===== config.mk =====
export PLATFORM = sky130hd
export DESIGN_NAME = xs3_to_bcd_serial
export DESIGN_NICKNAME = d
export VERILOG_FILES = /design/src/rtl/xs3_to_bcd_serial.sv
export SDC_FILE = /design/constraint.sdc
export NUM_CORES = 1
export LEC_CHECK = 0
export ABC_CLOCK_PERIOD_IN_PS = 2000
export BUFFER_PORTS_ARGS = -buffer_cell sky130_fd_sc_hd__buf_2
export CAP_MARGIN = 0
export CORE_ASPECT_RATIO = 1.2
export CORE_MARGIN = 4
export CORE_UTILIZATION = 40
export CTS_CLUSTER_SIZE = 30
export DETAILED_ROUTE_END_ITERATION = 10
export PLACE_DENSITY = 0.7
export SLEW_MARGIN = 40
export SYNTH_ARGS = -nofsm -noshare
export SYNTH_HDL_FRONTEND = slang
export SYNTH_SLANG_ARGS = --single-unit

===== constraint.sdc =====
create_clock -name CLK -period 2 [get_ports CLK]
set_input_delay 0.4 -clock CLK [delete_from_list [all_inputs] [get_ports CLK]]
set_output_delay 0.4 -clock CLK [all_outputs]
set_load 0.05 [all_outputs]

===== src/rtl/xs3_to_bcd_serial.sv =====
// Serial Excess-3 to BCD decoder. It subtracts 3 bit-serially, LSB first, and produces a Mealy output bit.
// It also assembles each completed digit, flags invalid codes and counts the completed digits.
module xs3_to_bcd_serial #(
    parameter int CNT_W = 4
) (
    input  logic             CLK,
    input  logic             ClrN,
    input  logic             En,
    input  logic             X,
    output logic             Z,
    output logic [1:0]       BitPos,
    output logic             DigitDone,
    output logic             Err,
    output logic [3:0]       Dout,
    output logic [CNT_W-1:0] DigitCnt
);

    // The state encodes the bit index and the borrow-in. Bit 0 never carries a borrow.
    typedef enum logic [2:0] {
        B0, B1N, B1B, B2N, B2B, B3N, B3B
    } state_t;

    state_t           state_q, state_d;
    logic [3:0]       sr_q, sr_d;
    logic [3:0]       dout_q, dout_d;
    logic             done_q, done_d;
    logic             err_q, err_d;
    logic [CNT_W-1:0] cnt_q, cnt_d;

    logic [1:0]       bit_idx;
    logic             borrow_in;
    logic             sub_bit;
    logic             borrow_out;
    logic [3:0]       digit;

    // NOTE: every signal written here gets a default first, so no path can leave it unassigned and infer a latch.
    always_comb begin
        bit_idx   = 2'd0;
        borrow_in = 1'b0;
        unique case (state_q)
            B0:      begin bit_idx = 2'd0; borrow_in = 1'b0; end
            B1N:     begin bit_idx = 2'd1; borrow_in = 1'b0; end
            B1B:     begin bit_idx = 2'd1; borrow_in = 1'b1; end
            B2N:     begin bit_idx = 2'd2; borrow_in = 1'b0; end
            B2B:     begin bit_idx = 2'd2; borrow_in = 1'b1; end
            B3N:     begin bit_idx = 2'd3; borrow_in = 1'b0; end
            B3B:     begin bit_idx = 2'd3; borrow_in = 1'b1; end
            default: begin bit_idx = 2'd0; borrow_in = 1'b0; end
        endcase

        // The subtrahend 0011 has ones only in bits 0 and 1.
        sub_bit    = ~bit_idx[1];
        Z          = En & (X ^ sub_bit ^ borrow_in);
        borrow_out = (~X & (sub_bit | borrow_in)) | (sub_bit & borrow_in);
        digit      = {Z, sr_q[3:1]};
    end

    always_comb begin
        state_d = state_q;
        sr_d    = sr_q;
        dout_d  = dout_q;
        cnt_d   = cnt_q;
        done_d  = 1'b0;
        err_d   = 1'b0;

        if (En) begin
            sr_d = digit;
            unique case (state_q)
                B0:       state_d = borrow_out ? B1B : B1N;
                B1N, B1B: state_d = borrow_out ? B2B : B2N;
                B2N, B2B: state_d = borrow_out ? B3B : B3N;
                B3N, B3B: begin
                    state_d = B0;
                    done_d  = 1'b1;
                    dout_d  = digit;
                    // A final borrow means the code was below 3. A result above 9 means the code was above 12.
                    err_d   = borrow_out | (digit > 4'd9);
                    cnt_d   = cnt_q + CNT_W'(1);
                end
                default:  state_d = B0;
            endcase
        end
    end

    // NOTE: sequential state uses non-blocking assignments only, so every flop samples pre-edge values.
    always_ff @(negedge CLK or negedge ClrN) begin
        if (!ClrN) begin
            state_q <= B0;
            sr_q    <= 4'd0;
            dout_q  <= 4'd0;
            done_q  <= 1'b0;
            err_q   <= 1'b0;
            cnt_q   <= '0;
        end else begin
            state_q <= state_d;
            sr_q    <= sr_d;
            dout_q  <= dout_d;
            done_q  <= done_d;
            err_q   <= err_d;
            cnt_q   <= cnt_d;
        end
    end

    assign BitPos    = bit_idx;
    assign DigitDone = done_q;
    assign Err       = err_q;
    assign Dout      = dout_q;
    assign DigitCnt  = cnt_q;

endmodule


==> impl_metrics.toml <==
[run_status]
status = "finished with violations"
violations = "setup timing"

[synthesis]
ys_seq_elements = 16
yosysTopAreaCellShare = 0.521
synth.distinct_cells = 25
synthesis.nets = 66
avgSynthCellArea_um2 = 12.8
synth.largest_area_cell = "dfrtn_1"
syn_inst = 60
synth_area_leaders = "dfrtn_1 52%, mux2_4 9.8%, o21ai_0 4.6%"
synth-edff-count = 0
synth-main-ff-cell = "dfrtn_1"
synth_common_cells = "16 x dfrtn_1, 7 x o21ai_0, 5 x mux2_4"
seq_area_frac_synth = 0.521
netlist_area_um2 = 768
yosysMostFrequentCell = "dfrtn_1"
async_reset_ff_frac = 1.00
yosysWarnings = 0

[worst_setup_path]
slowest_delay_ns = 0.56
crit_buf_inv = 1
end_kind = "primary output"
crit_required_ns = 1.60
startpoint_type = "register"
cp_max_fo = 2
path_class = "reg -> out"
critPathArrivalTime_ns = 2.84
crit_family = "adder cells"
crit_chain = "nand2_2 > xnor2_4 > fa_1 > and2_4 > buf_8"
worst_path_max_delay_cell = "fa_1"

[final_layout]
drive_gt1_frac = 0.584
syn2layout_area_growth_pct = 57.7
final_nets = 108
instances_no_fill = 120
n_antenna_cell = 0
utilization = 0.662

[detailed_routing]
ant_nets = 0
viasPerCell = 5.05
first_pass_iters = 4
drt_iter0_drc = 3
vias = 606
wirelength_mm = 1.75
wl_per_cell_um = 14.6
drc_errors = 0

[run]
drv_cap = 0

[grt]
grtUsageMet2 = 0.229
track_usage = 0.143
busiest_layer = "met2"
use_met1 = 0.158
grt_first_pass_wirelength_mm = 2.69
grt_use_met3 = 0.0421
antenna_found_initial = 0
grt_max_degree = 17
grt_overflow_total = 0
grt_pass1_vias = 610

[sta]
relSlewSlack = 0.760
setup_viol = 19
fin_hold_ws_ns = 0.463
grt_setup_unrepaired = "yes"
skew_ns = 0.00264
hold_viol = 0
setup_ws_ns = -1.24
final_max_slew_viol_count = 0
tightestPinTransition_ns = 0.360

[place]
place_hpwl_mm = 1.13
place.gp.congestion = 0.853
io_buffers = 16
dp_slack_ns = -1.02
dp.cells = 106

[floorplanning]
start_util = 0.420
core_um2 = 1830
dieArea_um2 = 2690
rows = 17
io_pins = 17
die_width_um = 48.0
fp.dieH_um = 56.0

[clocking]
clk_path_buf_depth = 2
clk_pin_slew_worst_paths_ns = 0.07
htree_levels = 1
clkLatencyLatePin_ns = 0.29
cts_root_buffer = "clkbuf_4"
hold_buffers = 0
cts_made_buffers = 3
cts_tree = "done"
numClockSinks = 16

[worst_hold_path]
worst_hold_path_type = "reg -> reg"
layout make-up:
class                           instances  area (um2)
Sequential cell                        16         400
Tap cell                               19        23.8
Clock buffer                            4        36.3
Fill cell                             137         618
Timing Repair Buffer                   41         370
Multi-Input combinational cell         38         373
Inverter                                2        7.51
worst paths after layout:
path,startpoint,to,slack (ns),cells past startpoint
worst max-delay path,state_q[0]$_DFFE_NN0P_,Z,-1.24,5
max in group asynchronous,ClrN,DigitCnt[0]$_DFFE_NN0P_,0.81,1
worst min register to register,sr_q[1]$_DFFE_NN0P_,Dout[0]$_DFFE_NN0P_,0.46,1
min in group asynchronous,ClrN,Dout[3]$_DFFE_NN0P_,0.89,1
worst max register to register,state_q[0]$_DFFE_NN0P_,Dout[3]$_DFFE_NN0P_,0.10,7
worst min-delay path,sr_q[1]$_DFFE_NN0P_,Dout[0]$_DFFE_NN0P_,0.46,1
cells by family (layout without fill, tap and decap cells):
kind of cell,after synthesis,count (layout),share of synthesized area
AO/OA/AOI/OAI,10,10,0.0749
XOR/XNOR,6,6,0.0782
adder cells (fa/ha/maj),3,3,0.0554
buffers and inverters,6,47,0.0407
flip-flops,16,16,0.521
multiplexers,8,8,0.142
AND/OR/NAND/NOR,11,11,0.0880
stage by stage:
step                TNS (ns)  cell area [um2]
floorplan              -5.11              816
global placement       -8.01              985
detailed placement     -8.35              985
CTS                    -7.34             1170
global route           -8.32             1210
finish                 -7.56             1210
cell usage in the layout, fill, tap and decap left out, types with 2 or more instances in the layout:
cell type and n:
mux2_2 2, dfrtn_1 16, buf_6 14, mux2_4 6
buf_2 2, buf_8 2, and4_1 2, clkbuf_4 3
buf_4 23, inv_1 2, o21ai_0 5, xor2_1 3
registers in the layout, indices dropped and copies added, names as in the netlist:
register and cells:
Err 1, sr_q 3, Dout 4, DigitDone 1
DigitCnt 4, state_q 3
worst register-to-register path, delay by kind of cell, from the launching register on:
kind	cells	cell delay, ns
compound gates	1	0.09
mux	1	0.25
buf+inv	4	0.47
flops	1	0.46
fa+ha+maj	1	0.47
per-layer routing:
layer  up-vias  routed length, um
met1       301                712
met3         4                 54
li1        286                  -
met4         0                 37
met2        15                949
met5         -                  0
timing repair:
action                     in CTS  in global routing
gates resized for setup        37                  1
pin swaps                       5                  0
buffers inserted                4                  7
setup endpoints to repair      23                 19
cloned                          0                  0
Power is not shown: default switching activity piles up to over one toggle a cycle in this logic, so the estimate is an artifact.
